<file path="src/rtl/dm_arbiter.sv">
// Purpose: shares one single-ported data memory between port 0 (CPU) and port 1 (DMA/debug); partial writes become read-modify-write.
// Latency: grant edge to Ack is 2 cycles (read, full write, BE=0) or 3 cycles (partial write); 1-cycle IDLE bubble between accesses.
// Backpressure: requesters hold Req until their Ack; a losing request waits in place and is never dropped.
module dm_arbiter #(
    parameter bit RR_EN  = 1'b1,
    parameter int DATA_W = 32
) (
    input  logic                Clk,
    input  logic                Rst,
    input  logic                Req0,
    input  logic                Req1,
    input  logic                We0,
    input  logic                We1,
    input  logic [31:0]         Addr0,
    input  logic [31:0]         Addr1,
    input  logic [DATA_W-1:0]   WData0,
    input  logic [DATA_W-1:0]   WData1,
    input  logic [DATA_W/8-1:0] BE0,
    input  logic [DATA_W/8-1:0] BE1,
    output logic                Ack0,
    output logic                Ack1,
    output logic [DATA_W-1:0]   RData0,
    output logic [DATA_W-1:0]   RData1,
    output logic                Busy,
    output logic [31:0]         DM_Addr,
    output logic [DATA_W-1:0]   DM_WriteData,
    output logic                DM_MemRead,
    output logic                DM_MemWrite,
    input  logic [DATA_W-1:0]   DM_ReadData
);

    localparam int BE_W = DATA_W / 8;

    typedef enum logic [1:0] {IDLE, ACCESS, MERGE, DONE} state_t;

    state_t              state_q, state_d;
    logic                we_q, we_d;
    logic [31:0]         addr_q, addr_d;
    logic [DATA_W-1:0]   wdata_q, wdata_d;
    logic [BE_W-1:0]     be_q, be_d;
    logic                port_q, port_d;
    logic                last_grant_q, last_grant_d;
    logic [DATA_W-1:0]   old_q, old_d;
    logic [DATA_W-1:0]   rdata0_q, rdata0_d;
    logic [DATA_W-1:0]   rdata1_q, rdata1_d;
    logic                grant;
    logic [DATA_W-1:0]   merged;

    // State and datapath registers; reset drops any access in flight.
    always_ff @(posedge Clk or negedge Rst) begin
        if (!Rst) begin
            state_q      <= IDLE;
            we_q         <= 1'b0;
            addr_q       <= '0;
            wdata_q      <= '0;
            be_q         <= '0;
            port_q       <= 1'b0;
            last_grant_q <= 1'b1;
            old_q        <= '0;
            rdata0_q     <= '0;
            rdata1_q     <= '0;
        end else begin
            state_q      <= state_d;
            we_q         <= we_d;
            addr_q       <= addr_d;
            wdata_q      <= wdata_d;
            be_q         <= be_d;
            port_q       <= port_d;
            last_grant_q <= last_grant_d;
            old_q        <= old_d;
            rdata0_q     <= rdata0_d;
            rdata1_q     <= rdata1_d;
        end
    end

    // Byte-lane merge of the latched write data over the word read in ACCESS.
    always_comb begin
        merged = '0;
        for (int i = 0; i < BE_W; i++) begin
            merged[8*i +: 8] = be_q[i] ? wdata_q[8*i +: 8] : old_q[8*i +: 8];
        end
    end

    // Next-state and latch logic: arbitrate in IDLE, then sequence the latched access.
    always_comb begin
        state_d      = state_q;
        we_d         = we_q;
        addr_d       = addr_q;
        wdata_d      = wdata_q;
        be_d         = be_q;
        port_d       = port_q;
        last_grant_d = last_grant_q;
        old_d        = old_q;
        rdata0_d     = rdata0_q;
        rdata1_d     = rdata1_q;
        // On a tie, round-robin favours the port not served last; otherwise whoever asks.
        grant        = (Req0 && Req1) ? (RR_EN ? ~last_grant_q : 1'b0) : Req1;
        case (state_q)
            IDLE: begin
                if (Req0 || Req1) begin
                    port_d  = grant;
                    we_d    = grant ? We1 : We0;
                    addr_d  = grant ? Addr1 : Addr0;
                    wdata_d = grant ? WData1 : WData0;
                    be_d    = grant ? BE1 : BE0;
                    state_d = ACCESS;
                end
            end
            ACCESS: begin
                if (!we_q) begin
                    if (port_q) rdata1_d = DM_ReadData;
                    else        rdata0_d = DM_ReadData;
                    state_d = DONE;
                end else if (be_q == '1 || be_q == '0) begin
                    state_d = DONE;
                end else begin
                    old_d   = DM_ReadData;
                    state_d = MERGE;
                end
            end
            MERGE: state_d = DONE;
            DONE: begin
                last_grant_d = port_q;
                state_d      = IDLE;
            end
            default: state_d = IDLE;
        endcase
    end

    // Outputs decoded from the current state only, so reset clears them immediately.
    always_comb begin
        Ack0         = 1'b0;
        Ack1         = 1'b0;
        DM_Addr      = '0;
        DM_WriteData = '0;
        DM_MemRead   = 1'b0;
        DM_MemWrite  = 1'b0;
        case (state_q)
            ACCESS: begin
                DM_Addr    = addr_q & ~32'h3;
                DM_MemRead = 1'b1;
                if (we_q && be_q == '1) begin
                    DM_MemWrite  = 1'b1;
                    DM_WriteData = wdata_q;
                end
            end
            MERGE: begin
                DM_Addr      = addr_q & ~32'h3;
                DM_WriteData = merged;
                DM_MemWrite  = 1'b1;
            end
            DONE: begin
                Ack0 = ~port_q;
                Ack1 = port_q;
            end
            default: ;
        endcase
    end

    assign Busy   = (state_q != IDLE);
    assign RData0 = rdata0_q;
    assign RData1 = rdata1_q;

endmodule

</file>
<file path="config.mk">
export PLATFORM = sky130hd
export DESIGN_NAME = dm_arbiter
export DESIGN_NICKNAME = d
export VERILOG_FILES = /design/src/rtl/dm_arbiter.sv
export SDC_FILE = /design/constraint.sdc
export NUM_CORES = 1
export LEC_CHECK = 0
export CORE_MARGIN = 5
export CORE_UTILIZATION = 40
export DETAILED_ROUTE_END_ITERATION = 6
export PLACE_DENSITY = 0.72
export RECOVER_POWER = 50
export SETUP_SLACK_MARGIN = 0.05
export SYNTH_ARGS = -nofsm -noshare
export SYNTH_HDL_FRONTEND = slang
export SYNTH_SLANG_ARGS = --single-unit
</file>
<file path="constraint.sdc">
create_clock -name Clk -period 3.3 [get_ports Clk]
set_input_delay 0.66 -clock Clk [delete_from_list [all_inputs] [get_ports Clk]]
set_output_delay 0.66 -clock Clk [all_outputs]
set_load 0.005 [all_outputs]
</file>
==> reports/qor.csv <==
stage,metric,value,unit
outcome,outcome,"complete, but fails checks",
outcome,failing checks,"max-capacitance violations, max-slew violations",
logic_synthesis,count of different cell masters after synthesis,32,
finish,"Area growth, synth to finish",48.3,%
cts,clock sinks,167,
routing,routed vias,6234,
floorplan,Starting Density,40.3,%
placement,Buffers on Ports,300,
finish,final cell count without fillers,1249,
cts,Worst-Skew Late Latency,0.42,ns
placement,Placed Instances,1217,
logic_synthesis,sequential area share after synthesis,51.8,%
routing,Post-route DRC,0,
placement,Setup WS pre-CTS,0.610,ns
sta,slew margin rel.,-28.0,%
routing,average routed wire per standard cell,18.7,µm
routing,Vias/cell,4.99,
global_routing,residual overflow from global routing,0,
routing,"antenna viol nets, final",0,
routing,Initial DRC Count,214,
sta,hold_ws,0.476,ns
sta,Final Hold Vio Count,0,
global_routing,largest net degree at the start of global routing,104,
global_routing,number of global-route vias before repair,6425,
placement,RePlAce Congestion,0.791,
critical_path,crit start category,flop,
logic_synthesis,Synth Instances,679,
floorplan,Die Height,152,µm
floorplan,CORE AREA,20000,µm²
critical_path,crit-path max FO,17,
pwr,PwrDens,905,nW/µm²
sta,Fmax,320,MHz
finish,post-layout instance area,12000,µm²
floorplan,width of the die,152,µm
cts,CTS Buf Count,17,
sta,fin. max-slew vios,177,
cts,"Hold-fix buffers, CTS",0,
floorplan,DIE AREA,23100,µm²
critical_path,worst reg-to-reg setup slack,0.53,ns
pwr,maximum vdd drop,0.000457,V
finish,layout cells sized above 1,16.2,%
critical_path,Crit Path Category,reg -> out,
pwr,leakage power,4.95,nW
logic_synthesis,post-synthesis cell area,8070,µm²
finish,Layout Nets,1144,
global_routing,initial antenna violation count,0,
floorplan,Ports,307,
sta,Slew @ Worst Pin,1.92,ns
logic_synthesis,Seq cells post-synth,167,
logic_synthesis,number of synthesized flops with an enable pin,0,
sta,RSZ-0062 raised after global routing,false,
min_path,Worst Hold Class,reg -> reg,
critical_path,Worst EP required,2.64,ns
placement,dpl cell area,11400,µm²
sta,# setup viols final,0,
sta,setup_tns,0,ns
floorplan,row count,52,
pwr,total power,10.8,mW
logic_synthesis,ys async rst share,100,%
global_routing,first-pass GRT wire length,36500,µm
cts,clock root cell,clkbuf_16,
sta,worst clock skew,0.0121,ns
logic_synthesis,syn_area_per_cell,11.9,µm²
cts,maximum clock insertion buffer count,2,
global_routing,All-Layer GR Usage,19.8,%
critical_path,Worst EP arrival,2.47,ns
logic_synthesis,Post-synth top flop,dfrtp_1,
finish,fin util,59.7,%
finish,Antenna diodes,0,
placement,dpl hpwl,17200,µm
finish,"commonest non-fill, non-tap cell in the layout",clkdlybuf4s50_1,
routing,Post-Route WL,23300,µm
run,total of max-cap violations,2,
cts,number of H-tree levels,4,
finish,fill count,1718,
finish,most frequent cells in the layout,"clkdlybuf4s50_1 (278), dfrtp_1 (166), mux2_2 (98), o21ai_0 (72), nand2_1 (69)",
routing,DR pass1 iterations,4,
cts,CTS tree,done,
cts,"CTS clk-pin slew, worst paths",0.06,ns
sta,final critical-path share of the clock period,94.7,%
logic_synthesis,yosys warns,0,
sta,fin crit period,3.13,ns
critical_path,Setup crit end kind,primary output,
sta,worst setup margin,0.174,ns
## cell type report
class | instances | area [µm²] | area share (%)
clock buffers | 19 | 433 | 3.62
clock inverters | 13 | 131 | 1.10
inverters | 4 | 15.0 | 0.125
multi-input cells | 453 | 3640 | 30.5
flip-flops and latches | 167 | 4180 | 34.9
well taps | 270 | 338 | 2.82
repair buffers | 323 | 3220 | 26.9
## worst max-delay path: stages, from the launching register on
cell	delay, ns
dfrtp_1	0.45
inv_1	0.14
ha_1	0.23
and2_2	0.20
buf_6	0.20
a32oi_1	0.14
nor2b_1	0.15
clkdlybuf4s50_1	0.54
## sequential cells by signal, indices dropped and copies added, names as in the netlist
register      cells
RData0           32
RData1           32
old_q            32
wdata_q          32
addr_q           30
be_q              4
state_q           2
last_grant_q      1
port_q            1
we_q              1
## path summary, 6_finish.rpt
kind | startpoint | to | cells after the start
min in group asynchronous | Rst | RData0[0] | 1
max in group asynchronous | Rst | wdata_q[14] | 2
worst min-delay path | addr_q[5] | addr_q[5] | 2
worst min register to register | addr_q[5] | addr_q[5] | 2
worst max register to register | state_q[0] | addr_q[10] | 5
worst max-delay path | state_q[1] | DM_WriteData[27] | 7
## cell usage after synthesis, types with 2 or more instances
| library cell | count | area share, % |
|---|---|---|
| dfrtp_1 | 166 | 51 |
| mux2_1 | 30 | 4.2 |
| ha_1 | 4 | 0.62 |
| buf_4 | 5 | 0.47 |
| buf_2 | 21 | 1.3 |
| nor2_1 | 2 | 0.093 |
| mux2_2 | 98 | 14 |
| and3b_1 | 2 | 0.22 |
| buf_1 | 2 | 0.093 |
| nor2b_1 | 32 | 2.5 |
| clkbuf_1 | 25 | 1.2 |
| a32oi_1 | 30 | 3.3 |
| o21ai_0 | 71 | 4.4 |
| and2_1 | 32 | 2.5 |
| a21oi_1 | 3 | 0.19 |
| nand2_1 | 69 | 3.2 |
| buf_6 | 3 | 0.42 |
| inv_1 | 4 | 0.19 |
| mux2i_1 | 67 | 8.3 |
## metal layers
metal / up-vias / global-route usage [%] / wire length [µm]
met5: - / 0 / 0
li1: 2988 / - / -
met3: 17 / 5.80 / 1720
met4: 0 / 4.92 / 272
met2: 245 / 33.4 / 11400
met1: 2984 / 25.0 / 9950
## timing repair
item / CTS / global route
buffers inserted: 0 / 0
resized for setup: 0 / 5
setup endpoints to repair: 0 / 2
## logic make-up (layout without fill, tap and decap cells)
kind of cell,Yosys count,count (layout),share of synthesized area (%)
AO/OA/AOI/OAI,110,110,8.42
adder cells (fa/ha/maj),4,4,0.620
buffers and inverters,60,359,3.63
flip-flops,167,167,51.8
multiplexers,195,195,26.2
other,1,2,0.0465
AND/OR/NAND/NOR,142,142,9.30
## power by group
part | switching (mW) | internal (mW) | total [mW]
Clock | 0.909 | 1.01 | 1.91
Combinational | 2.17 | 3.10 | 5.27
Sequential | 0.555 | 3.09 | 3.65
Note: power is estimated with default switching activity, not from simulation.
